### src/rtl/router_pkg.sv
// Shared constants for the router packet path: check modes and header geometry.
package router_pkg;

   localparam int unsigned CHK_XOR    = 0;
   localparam int unsigned CHK_SUM    = 1;

   localparam int unsigned DEF_DW     = 8;
   localparam int unsigned DEF_ADDR_W = 2;
   localparam int unsigned DEF_NUM_CH = 3;

   // Payload-length field width: everything above the address field.
   function automatic int unsigned len_w(input int unsigned dw, input int unsigned addr_w);
      return dw - addr_w;
   endfunction

endpackage

### src/rtl/router_chk_acc.sv
// Running packet-check accumulator (XOR parity or modular sum), shared with the FIFO-side checker.
module router_chk_acc
   import router_pkg::*;
#(
   parameter int unsigned DW       = DEF_DW,
   parameter int unsigned CHK_MODE = CHK_XOR
) (
   input  logic          clock,
   input  logic          reset,
   input  logic          clr,
   input  logic          load,
   input  logic [DW-1:0] load_val,
   input  logic          upd,
   input  logic [DW-1:0] din,
   output logic [DW-1:0] acc
);

   logic [DW-1:0] acc_q;
   logic [DW-1:0] acc_d;

   // Clear beats load beats update.
   always_comb begin
      acc_d = acc_q;
      if (clr) begin
         acc_d = '0;
      end else if (load) begin
         acc_d = load_val;
      end else if (upd) begin
         if (CHK_MODE == CHK_SUM) begin
            acc_d = acc_q + din;
         end else begin
            acc_d = acc_q ^ din;
         end
      end
   end

   always_ff @(posedge clock) begin
      if (reset) begin
         acc_q <= '0;
      end else begin
         acc_q <= acc_d;
      end
   end

   assign acc = acc_q;

endmodule

### src/rtl/router_reg_p.sv
// Router packet-register stage: header latch, one-byte stall buffer, byte forwarding,
// packet check and header-length / address validation.
module router_reg_p
   import router_pkg::*;
#(
   parameter int unsigned DW       = DEF_DW,
   parameter int unsigned ADDR_W   = DEF_ADDR_W,
   parameter int unsigned NUM_CH   = DEF_NUM_CH,
   parameter int unsigned CHK_MODE = CHK_XOR
) (
   input  logic          clock,
   input  logic          reset,
   input  logic          pkt_valid,
   input  logic [DW-1:0] data_in,
   input  logic          fifo_full,
   input  logic          rst_int_reg,
   input  logic          detect_add,
   input  logic          lfd_state,
   input  logic          ld_state,
   input  logic          laf_state,
   input  logic          full_state,
   output logic [DW-1:0] dout,
   output logic          parity_done,
   output logic          low_pkt_valid,
   output logic          err,
   output logic          len_err,
   output logic          addr_err
);

   localparam int unsigned LW = len_w(DW, ADDR_W);

   logic [DW-1:0] hdr_q,  hdr_d;
   logic [DW-1:0] ffb_q,  ffb_d;
   logic [DW-1:0] chk_q,  chk_d;
   logic [DW-1:0] dout_q, dout_d;
   logic [LW-1:0] cnt_q,  cnt_d;
   logic          ovf_q,  ovf_d;
   logic          pd_q,   pd_d;
   logic          low_q,  low_d;
   logic          err_q,  err_d;
   logic          lerr_q, lerr_d;
   logic          aerr_q, aerr_d;
   logic          eval_q, eval_d;

   logic          acc_clr;
   logic          acc_load;
   logic          acc_upd;
   logic          addr_ok;
   logic [DW-1:0] acc;
   logic [LW-1:0] hdr_len;

   assign hdr_len = hdr_q[DW-1:ADDR_W];
   assign addr_ok = (32'(data_in[ADDR_W-1:0]) < NUM_CH);

   router_chk_acc #(
      .DW       (DW),
      .CHK_MODE (CHK_MODE)
   ) u_chk_acc (
      .clock    (clock),
      .reset    (reset),
      .clr      (acc_clr),
      .load     (acc_load),
      .load_val (hdr_q),
      .upd      (acc_upd),
      .din      (data_in),
      .acc      (acc)
   );

   // Strobe decode in priority order: detect_add > lfd > ld > laf; full_state only holds.
   always_comb begin
      hdr_d    = hdr_q;
      ffb_d    = ffb_q;
      chk_d    = chk_q;
      dout_d   = dout_q;
      cnt_d    = cnt_q;
      ovf_d    = ovf_q;
      pd_d     = pd_q;
      low_d    = low_q;
      err_d    = err_q;
      lerr_d   = lerr_q;
      aerr_d   = aerr_q;
      eval_d   = 1'b0;
      acc_clr  = 1'b0;
      acc_load = 1'b0;
      acc_upd  = 1'b0;

      // Check byte was captured last cycle; the accumulator is stable now.
      if (eval_q) begin
         err_d  = (acc != chk_q);
         lerr_d = (cnt_q != hdr_len) | ovf_q;
      end

      if (detect_add) begin
         if (pkt_valid) begin
            if (addr_ok) begin
               hdr_d = data_in;
            end
            aerr_d  = ~addr_ok;
            acc_clr = 1'b1;
            cnt_d   = '0;
            ovf_d   = 1'b0;
            pd_d    = 1'b0;
            err_d   = 1'b0;
            lerr_d  = 1'b0;
         end
      end else if (lfd_state) begin
         dout_d   = hdr_q;
         acc_load = 1'b1;
      end else if (ld_state) begin
         if (pkt_valid && !full_state) begin
            acc_upd = 1'b1;
            // A byte beyond a saturated count must still register as a length error.
            if (cnt_q == '1) begin
               ovf_d = 1'b1;
            end else begin
               cnt_d = cnt_q + LW'(1);
            end
         end
         if (fifo_full) begin
            ffb_d = data_in;
         end else begin
            dout_d = data_in;
         end
         if (!pkt_valid) begin
            low_d = 1'b1;
            if (!fifo_full) begin
               chk_d  = data_in;
               pd_d   = 1'b1;
               eval_d = 1'b1;
            end
         end
      end else if (laf_state) begin
         dout_d = ffb_q;
         if (low_q && !pd_q) begin
            chk_d  = ffb_q;
            pd_d   = 1'b1;
            eval_d = 1'b1;
         end
      end

      if (rst_int_reg) begin
         low_d = 1'b0;
      end
   end

   always_ff @(posedge clock) begin
      if (reset) begin
         hdr_q  <= '0;
         ffb_q  <= '0;
         chk_q  <= '0;
         dout_q <= '0;
         cnt_q  <= '0;
         ovf_q  <= 1'b0;
         pd_q   <= 1'b0;
         low_q  <= 1'b0;
         err_q  <= 1'b0;
         lerr_q <= 1'b0;
         aerr_q <= 1'b0;
         eval_q <= 1'b0;
      end else begin
         hdr_q  <= hdr_d;
         ffb_q  <= ffb_d;
         chk_q  <= chk_d;
         dout_q <= dout_d;
         cnt_q  <= cnt_d;
         ovf_q  <= ovf_d;
         pd_q   <= pd_d;
         low_q  <= low_d;
         err_q  <= err_d;
         lerr_q <= lerr_d;
         aerr_q <= aerr_d;
         eval_q <= eval_d;
      end
   end

   assign dout          = dout_q;
   assign parity_done   = pd_q;
   assign low_pkt_valid = low_q;
   assign err           = err_q;
   assign len_err       = lerr_q;
   assign addr_err      = aerr_q;

endmodule

### config.mk
export PLATFORM = sky130hd
export DESIGN_NAME = router_reg_p
export DESIGN_NICKNAME = d
export VERILOG_FILES = /design/src/rtl/router_pkg.sv /design/src/rtl/router_chk_acc.sv /design/src/rtl/router_reg_p.sv
export SDC_FILE = /design/constraint.sdc
export NUM_CORES = 1
export LEC_CHECK = 0
export CORE_AREA = 5 5 99 101
export CTS_CLUSTER_DIAMETER = 30
export DETAILED_ROUTE_END_ITERATION = 10
export DIE_AREA = 0 0 104 106
export GPL_TIMING_DRIVEN = 0
export HOLD_SLACK_MARGIN = 0.05
export PLACE_DENSITY = 0.61
export SYNTH_ARGS = -nofsm -noshare
export SYNTH_HDL_FRONTEND = slang
export SYNTH_HIERARCHICAL = 1
export SYNTH_SLANG_ARGS = --single-unit
### constraint.sdc
create_clock -name clock -period 1.7 [get_ports clock]
set_clock_uncertainty 0.2 [all_clocks]
set_input_delay 0.17 -clock clock [delete_from_list [all_inputs] [get_ports clock]]
set_output_delay 0.17 -clock clock [all_outputs]
set_load 0.02 [all_outputs]
[Word-level counts from Yosys, hierarchy flattened]
Index checks and enable logic that the tools add are counted.
Operators by class
  add/sub/neg operators: 1
  $lt $le $gt $ge: 1
  equality and inequality tests: 11
  muxes and demuxes: 48
  bitwise logic cells: 6
  reduce and logical (&&, ||, !) cells: 25
Operators by type and width (number)
  two-way mux 8 bit: 10
  two-way mux 6 bit: 6
  two-way mux 1 bit: 32
  AND reduction 6 bit: 2
  nonzero test 2 bit: 6
  != test 2 bit (second input constant): 5
  AND reduction 5 bit: 2
  nonzero test 3 bit: 3
  != test 8 bit: 1
  AND reduction 4 bit: 2
  XOR 8 bit: 1
  adder 6 x 1 -> 6 bit (second input constant): 1
  equality test 6 bit (second input constant): 1
  != test 3 bit (second input constant): 2
  != test 6 bit: 1
  AND reduction 3 bit: 2
  != test 4 bit (second input constant): 1
  NOT 1 bit: 4
  OR reduction 2 bit: 2
  OR reduction 3 bit: 1
  logical AND 1 bit: 2
  logical NOT 1 bit: 2
  < comparator 2 bit (second input constant): 1
  AND reduction 2 bit: 1
  OR 1 bit: 1
Storage, ports and cells
  bits in registers: 53
  bits of input ports: 18
  output and inout bits: 13
  logic and storage cells: 105

[Longest topological paths before layout]
Gate-level depths: netlist (run 1).
  word-level depth: 8
  depth in mapped cells: 6
  mapped depth without buffers: 5

[Cells and area by module]
The synthesis (run 1) kept the hierarchy.
Modules (own cells, without submodules)
  router_reg_p: times used 1, cells each 240, area each 2118.3 um2
  router_chk_acc: times used 1, cells each 45, area each 445.4 um2

[Worst setup path after synthesis (run 1)]
OpenSTA, ideal clock, no wires.
  kind: input to register
  start: input detect_add
  end: register u_chk_acc.acc_q[2] (netlist: u_chk_acc/acc[2])
  library setup time: 0.092 ns
  arrival time: 1.342 ns
  data required time: 1.408 ns
  path slack: 0.066 ns
  stages on the path: 6
  cells stage by stage: buf_4 nor3b_4 nor3b_4 buf_4 a211oi_1 nor4_1
Between the ends
  longest elaborated chain between the ends: 2
  elaborated cells on any way between the ends: 6
RTL lines
  from (decl): line router_reg_p.sv:17  | input logic detect_add,
  two-way mux 1 bit: line router_reg_p.sv:93  | if (detect_add) begin
  via acc_upd: line router_reg_p.sv:47  | logic acc_upd;
  nonzero test 2 bit (no line)
  to (signal assigned): line router_chk_acc.sv:39  | acc_q <= '0;
  to (signal assigned): line router_chk_acc.sv:41  | acc_q <= acc_d;
  to (decl): line router_chk_acc.sv:18  | logic [DW-1:0] acc_q;
The timed path passes the listed nets, and every way through them passes these cells.
A chain may end at the register's enable or synchronous reset.

[Final worst setup path (run 1)]
  start: register low_q (netlist: low_pkt_valid)
  end: output low_pkt_valid
RTL lines
  from (decl): line router_reg_p.sv:39  | logic low_q, low_d;
  from (signal assigned): line router_reg_p.sv:168  | low_q <= low_d;
  to (decl): line router_reg_p.sv:24  | output logic low_pkt_valid,
No word-level cell between the ends.

==> results of run 1 <==
==> cell families (layout without fill, tap and decap cells) <==
family,count (synthesis),count (layout),synth area share (%)
buffers and inverters,22,66,4.39
and+or+nand+nor,114,114,25.1
AOI/OAI and AO/OA,59,59,15.2
DFF,53,53,41.4
muxes,22,22,8.59
adders and majority gates,1,1,0.488
xor gates and xnor gates,14,14,4.78
==> cell usage in the layout (no fill, tap or decap), drive strengths merged, types with 2 or more instances in the layout <==
cell	n
buf	17
nand4	2
nand2b	2
clkdlybuf4s50	24
nand2	28
xor2	6
nor3b	4
nor2b	8
o21a	3
xnor2	8
a31oi	2
nor2	31
clkbuf	15
o21ai	16
mux2i	22
a41oi	2
or3b	2
a21oi	17
nand3	4
dlygate4sd2	3
nor3	8
a211oi	17
and4b	8
dfxtp	53
nor4	8
inv	4
==> layer usage <==
layer	global-route usage [%]	vias up
met5	0	-
met4	4.72	0
met3	2.13	11
met2	20.3	34
met1	15.0	1021
li1	-	1099
==> cell usage after synthesis (3+ instances only) <==
cell type and instances:
inv_1 4, mux2i_1 22, nand2_1 28, a211oi_1 16, o21a_1 3, buf_4 3
xnor2_1 8, o21ai_1 6, nor2_1 31, o21ai_0 10, and4b_1 5, nor4_1 7
a21oi_1 17, clkbuf_1 10, nand3_1 4, buf_2 3, xor2_1 6, nor2b_1 8
and4b_2 3, dfxtp_1 53, nor3_1 8
==> worst max path at each step <==
stage          slack (ns)          start               end
2_1_floorplan        0.07     detect_add  u_chk_acc/acc[2]
3_3_place_gp        -0.70      lfd_state  u_chk_acc/acc[2]
3_5_place_dp        -0.76      lfd_state  u_chk_acc/acc[4]
4_1_cts           0.00004       cnt_q[0]          cnt_q[5]
5_1_grt            -0.002     full_state          cnt_q[0]
6_report             0.06  low_pkt_valid     low_pkt_valid
==> power by group through the flow <==
stage                     registers [mW]  logic (mW)  clock network (mW)
after floorplan                     1.34       0.198                   0
after global placement              1.34       0.326                   0
after detailed placement            1.34       0.332                   0
after CTS                           1.31       0.340               0.905
after global routing                1.32       0.376               0.947
final                               1.31       0.339               0.886
==> layout make-up <==
class	count	area (µm²)	share of cell area, %
repair buffers	38	364	11.3
inverters	4	15.0	0.468
multi-input cells	210	1420	44.1
plain buffers	16	93.8	2.93
clock buffers	7	86.3	2.69
flip-flops and latches	53	1060	33.2
clock inverters	1	30.0	0.936
well taps	111	139	4.33
==> registers in the layout (all words and copies together) (netlist names) <==
signal         count
chk_q              8
low_pkt_valid      1
hdr_q              8
parity_done        1
err                1
ffb_q              8
cnt_q              6
ovf_q              1
u_chk_acc/acc      8
addr_err           1
eval_q             1
dout               8
len_err            1
==> metrics by stage <==
step / cell area (µm²) / utilization, % / setup WS [ns] / power [mW]
3_3_place_gp: 2990 / 33.5 / -0.696 / 1.67
6_report: 3210 / 35.9 / 0.0564 / 2.54
2_1_floorplan: 2560 / - / 0.0658 / 1.54
3_5_place_dp: 2990 / 33.5 / -0.761 / 1.67
4_1_cts: 3180 / 35.6 / 0.0000400 / 2.56
5_1_grt: 3210 / 35.9 / -0.00182 / 2.64
==> timing repair <==
item / 4_1_cts / 5_1_grt
pin swaps: 4 / 0
setup endpoints to repair: 30 / 11
setup buffers: 8 / 1
resized for setup: 9 / 8
==> results.md, run 1 <==
- Outcome: complete, no violations
- Static leakage: 1.24 nW
- Wire length of the first global-routing pass: around 11000 µm
- Most used DFF post-synth: dfxtp_1
- Total die area: between 0.01 and 0.015 mm²
- Starting density of the core: 28.7%
- Total Neg Setup Slack: 0 ns
- Async set-reset flop share out of synthesis: 0%
- Kind of capture point of the worst setup path: output pin
- Minimum hold slack: 0.147 ns
- Number of standard-cell rows in the floorplan: 35
- CTS Buf Count: 5
- Post-synthesis net count: 304
- Buffers plus inverters on the worst setup path: 1
- Endpoints failing setup: 0
- Final count of pins violating max slew: 0
- Synth cell types: 45
- Clock-pin slew reported for the worst setup and hold paths after clock tree synthesis: roughly 0.09 ns
- Synthesized flop and latch total: 53
- Total routed wirelength: between 6000 and 7000 µm
- TritonCTS clock tree: built
- Max transition margin: between 60 and 70%
- Antenna-violating nets left: 0
- Critical Path Slowest Stage Cell: clkdlybuf4s50_1
- Slew at the pin with the worst max-slew slack: 0.537 ns
- Total number of vias: around 2200
- Top Layer Used: met4
- Reg2reg path depth: 4
- Worst IR Drop VDD: roughly 0.35 mV
- DRT iter0 DRCs: 66
- Crit Path Max Fanout: 3
- Fin cells: 440
- Switching Share: between 20% and 30%
- Mapped cell area: 0.00256 mm²
- Total I/O pin count: 31
- Setup repair after global routing missed its margin: yes
- Cells taking the most area after synthesis: dfxtp_1 41%, mux2i_1 8.6%, a211oi_1 4.7%
- Via density per instance: about 4.9
- Proportion of power drawn by combinational gates: 13.4%
- Largest area contributor in the synthesized netlist: dfxtp_1
- Portion of total power attributed to sequential cells: 51.7%
- Maximum capacitance violations: 0
- Wl on met1: 3080 µm
- Crit Path Category: reg2out
- Series of cell instances along the critical path: clkdlybuf4s50_1
- Worst Hold Path Cells: 4
- Worst Min Path Start: detect_add
- Count of buffers inserted at the top-level ports: 29
- Reg2Reg Launch Point: cnt_q[3]
- Pre-Repair DR Iteration Count: 4
- Synthesis-to-layout area growth: 25.1%
- Maximum number of pins on one net before global-route repair: 16
- Max Freq: just over 600 MHz
- HPWL reported at the end of detailed placement: a little under 5000 µm
- Met3 wirelength from detailed routing: 156 µm
- Placed instance count: 425
- Kind of cell adding the most delay to the critical path: buffers and inverters
- Worst r2r dst: cnt_q[0]
- Pwr per Cell Area: 791 mW/mm²
- Count of mapped cells out of synthesis: 285
- Antenna diode count: 0
- Syn avg cell area: 9.00 µm²
- Synth warn: 6
- Clock insertion delay at the later pin of the skew report: 0.30 ns
- Type of the worst min-delay path: in2reg
- Core outline area: 0.00893 mm²
- Final min period: 1.64 ns
- H-Tree Level Count: 2
- Worst path required time: 1.33 ns
- Hold-fix buffer count after cts: 0
- Max stage delay on crit path: a little over 0.6 ns
- Internal Dissipation: 1.92 mW
- Fill cell instance count of the final layout: 944
- Sum of overflow across all layers after global routing: 0
- Post-synthesis sequential area ratio: between 40% and 50%
- Die X: roughly 100 µm
- All-Layer GR Usage: 12.0%
- Number of enable-type register cells in the synthesized netlist: 0
- Area share of the largest cell type after synthesis: 41.4%
- Via count of the first global-routing pass: 2219
- Critical path startpoint category: register
- Share of the clock period used by the worst path after layout: 96.7%
- Routability-driven placement congestion ratio: roughly 0.86
- Met2 wirelength from detailed routing: 3010 µm
- Die Y: about 110 µm
- Average wire per cell in the routed design: ~15 µm
- Clock sink total: 53
- Number of stages on the worst setup path: 1
- Post-detailed-route DRC marker count: 0
- Number of antenna violations at the first check in global routing: 0
- Data arrival at the endpoint of the critical path: 1.27 ns
- Sink of the worst hold path: dout[4]
- Final hold violation count: 0
- Flop-to-flop setup slack: between 0.1 and 0.15 ns
- Number of buffers between clock root and the deepest sink: 2
- NetSw: between 600 and 700 µW
- Clock power share: 34.9%
- Layout cell share with drive strength beyond 1: 12.2%
- Clock root buffer: clkbuf_8
- Nets@finish: 347
Note: power is estimated with default switching activity, not from simulation.
==> run 2, diff against run 1 <==
Settings changed: SLEW_MARGIN set to 10.
==> results of run 2 <==
The final DEF is identical to that of run 1; final timing and power are the same.
==> run 3, diff against run 2 <==
Settings changed: CORE_AREA 5 5 99 101 to 5 5 97 99, DIE_AREA 0 0 104 106 to 0 0 102 104, PLACE_DENSITY 0.61 to 0.62, SYNTH_HIERARCHICAL 1 to unset.
==> results.md, run 3 <==
- Placed instance count: 425 (unchanged)
- Async set-reset flop share out of synthesis: 0% (unchanged)
- Clock sink total: 53 (unchanged)
- Maximum number of pins on one net before global-route repair: 19 (+3)
- Via count of the first global-routing pass: 1959 (-12%)
- Final standard cell area without fillers: 0.00306 mm² (-4.8%)
- Wire length of the first global-routing pass: 9810 µm (-9.7%)
- Proportion of power drawn by combinational gates: 13.5% (about the same)
- Worst Min Path Start: detect_add
- Reg2Reg Launch Point: cnt_q[0]
- Crit Path Category: reg2out
- Number of buffers between clock root and the deepest sink: 2 (unchanged)
- Setup repair after global routing missed its margin: no
- Complex-gate fraction of the synthesized area: 19.9% (+4.7 points)
- Clock-pin slew reported for the worst setup and hold paths after clock tree synthesis: 0.10 ns (about the same)
- Portion of total power attributed to sequential cells: 54.9% (+3.2 points)
- Area share of the largest cell type after synthesis: 42.8% (+1.4 points)
- Synthesis-to-layout area growth: 23.3%
- Total die area: 0.0106 mm² (-3.8%)
- Post-layout util: 36.1% (+0.18 points)
- Die Y: 104 µm (-1.9%)
- Starting density of the core: 29.3% (+0.57 points)
- Commonest cells after routing, fill and taps aside: 51 x dfxtp_1, 42 x nor2_1, 28 x nand2_1
- Final hold violation count: 0 (unchanged)
- Post-synthesis sequential area ratio: 42.8% (+1.4 points)
- H-Tree Level Count: 2 (unchanged)
- Kind of cell adding the most delay to the critical path: buffers and inverters
- Total routed wirelength: 6130 µm (-4.3%)
- Die X: 102 µm (-1.9%)
- Crit Path Max Fanout: 2 (-1)
- Flop-to-flop setup slack: 0.08 ns (-0.04 ns)
- Average wire per cell in the routed design: 14.1 µm (-3.0%)
- Critical Path Slowest Stage Cell: clkdlybuf4s50_1
- Endpoints failing setup: 0 (unchanged)
- Post-synthesis net count: 308 (+1.3%)
- Final count of pins violating max slew: 0 (unchanged)
- Syn avg cell area: 8.57 µm² (-4.7%)
- Worst Hold Path Cells: 4 (unchanged)
- Max stage delay on crit path: 0.61 ns (about the same)
- Synthesized flop and latch total: 53 (unchanged)
- Synth warn: 0 (-6)
- Pre-Repair DR Iteration Count: 4 (unchanged)
- Most common cell after layout, fill and taps aside: dfxtp_1
- Data arrival at the endpoint of the critical path: 1.27 ns (about the same)
- Maximum capacitance violations: 0 (unchanged)
- Cells taking the most area after synthesis: dfxtp_1 43%, mux2i_1 8.9%, nor2_1 6.5%
- Via density per instance: 4.94 (+0.45%)
- Post-synthesis simple-gate area fraction: 19.1% (-6.0 points)
- DRT iter0 DRCs: 157 (+140%)
- All-Layer GR Usage: 11.5% (-0.45 points)
- Nets@finish: 344 (-0.86%)
- Sink of the worst hold path: cnt_q[5]
- Type of the worst min-delay path: in2reg
- Count of mapped cells out of synthesis: 289 (+1.4%)
- Kind of capture point of the worst setup path: output pin
- Internal Dissipation: 1.72 mW (-10%)
- Share of synthesized area spent on multiplexers: 8.89% (+0.30 points)
- Sum of overflow across all layers after global routing: 0 (unchanged)
- Clock power share: 31.6% (-3.3 points)
- Mapped cell area: 0.00248 mm² (-3.4%)
- CTS Buf Count: 5 (unchanged)
- Worst path required time: 1.33 ns (about the same)
- Total I/O pin count: 31 (unchanged)
- Layout cell share with drive strength beyond 1: 10.1% (-2.0 points)
- Number of enable-type register cells in the synthesized netlist: 0 (unchanged)
- Number of standard-cell rows in the floorplan: 34 (-2.9%)
- HPWL reported at the end of detailed placement: 4710 µm (-4.9%)
- Worst IR Drop VDD: 0.573 mV (+64%)
- Series of cell instances along the critical path: clkdlybuf4s50_1
- Share of the clock period used by the worst path after layout: 96.3% (-0.37 points)
- Number of antenna violations at the first check in global routing: 0 (unchanged)
- Reg2reg path depth: 5 (+1)
- Total Neg Setup Slack: 0 ns (unchanged)
- Pwr per Cell Area: 777 mW/mm² (-1.8%)
- Core outline area: 0.00847 mm² (-5.2%)
- Slew at the pin with the worst max-slew slack: 0.453 ns (-0.0848 ns)
- Final min period: 1.64 ns (-0.00625 ns)
- Most repeated cell in the gate-level netlist after synthesis: dfxtp_1
- Buffers inserted by post-CTS timing repair: 0 (-8)
- Largest family of logic cells by synthesized area: compound AO/OA/AOI/OAI gates
- Max transition margin: 69.8% (+5.7 points)
- Synthesized-area fraction occupied by xor and xnor cells: 5.30% (+0.52 points)
- Static leakage: 1.25 nW (+0.95%)
- NetSw: 656 µW (+5.5%)
- Synth cell types: 38 (-16%)
- Worst r2r dst: cnt_q[1]
- Largest area contributor in the synthesized netlist: dfxtp_1
- Clock insertion delay at the later pin of the skew report: 0.31 ns (about the same)
- Max Freq: 611 MHz (+0.38%)
- Post-synthesis share of cell area spent on full adders, half adders and majority gates: 0.505% (+0.017 points)
- Switching Share: 27.6% (+3.1 points)
- Clock root buffer: clkbuf_8
- TritonCTS clock tree: built
- Most numerous cell types in the synthesized netlist: 53 x dfxtp_1, 43 x nor2_1, 29 x nand2_1, 22 x mux2i_1, 19 x a21oi_1
- Outcome: complete, no violations
- Most used DFF post-synth: dfxtp_1
- Critical path startpoint category: register
- Antenna-violating nets left: 0 (unchanged)
- Instance area at placement: 0.00289 mm² (-3.3%)
- Fin cells: 434 (-1.4%)
- Antenna diode count: 0 (unchanged)
- Post-detailed-route DRC marker count: 0 (unchanged)
- Count of buffers inserted at the top-level ports: 28 (-3.4%)
- Buffers plus inverters on the worst setup path: 1 (unchanged)
- Total number of vias: 2145 (-0.92%)
- Routability-driven placement congestion ratio: 0.807 (-6.0%)
==> run 3: cell types whose count changed after synthesis, sizes merged, moves of 5 or more <==
cell | previous run | this run
o21a | 3 | 9
nor2 | 31 | 43
a211oi | 17 | 10
and4b | 8 | 0
a41oi | 2 | 9
nor4 | 8 | 1
nor2b | 8 | 3
==> run 3: worst max-delay path by stage <==
stage / start / end / slack [ns] / depth (start not counted)
after floorplan: cnt_q[0] / cnt_q[3] / 0.12 / 5
after global placement: reset / dout[1] / -0.41 / 4
after detailed placement: reset / dout[1] / -0.41 / 4
after CTS: lfd_state / chk_q[5] / 0.009 / 7
after global routing: dout[2] / dout[2] / 0.004 / 1
final: dout[4] / dout[4] / 0.06 / 1
==> run 3: final cells by class <==
type | instances | area (µm²)
plain buffers | 16 | 86.3
clock buffers | 5 | 68.8
clock inverters | 3 | 26.3
fillers | 868 | 5410
inverters | 3 | 11.3
multi-input cells | 217 | 1360
flip-flops and latches | 53 | 1060
well taps | 108 | 135
repair buffers | 29 | 308
==> run 3: through the flow <==
step | setup WS (ns) | total power, mW | hold WS (ns)
after detailed placement | -0.414 | 1.65 | 0.247
after global placement | -0.414 | 1.64 | 0.241
after floorplan | 0.124 | 1.52 | 0.0493
final | 0.0627 | 2.37 | 0.130
after global routing | 0.00395 | 2.49 | 0.149
after CTS | 0.00887 | 2.39 | 0.110
==> run 3: what timing repair did <==
item / 4_1_cts / 5_1_grt
gates resized for setup: 8 / 18
hold endpoints to repair: 2 / 0
hold buffers: 1 / 0
setup endpoints to repair: 29 / 36
==> run 3: cell families after synthesis <==
| logic type | Yosys count |
|---|---|
| AOI/OAI and AO/OA | 76 |
| adders and majority gates | 1 |
| muxes | 22 |
| xor gates and xnor gates | 15 |
| and+or+nand+nor | 103 |
| DFF | 53 |
| buffers and inverters | 19 |
==> run 3: metal layers <==
metal  up-vias  part of all wire, %  GRT usage, %
met5         -                    0             0
met4         0                  2.1          4.40
met3         8                  5.1          2.21
met2        55                   46          17.5
met1       988                   46          16.0
li1       1094                    -             -
==> run 3: power groups by stage <==
stage                     Clock, mW  Sequential (mW)  Combinational, mW
after floorplan                   0             1.34              0.183
after global placement            0             1.33              0.309
after detailed placement          0             1.33              0.313
after CTS                     0.770             1.30              0.319
after global routing          0.831             1.31              0.352
final                         0.750             1.30              0.321
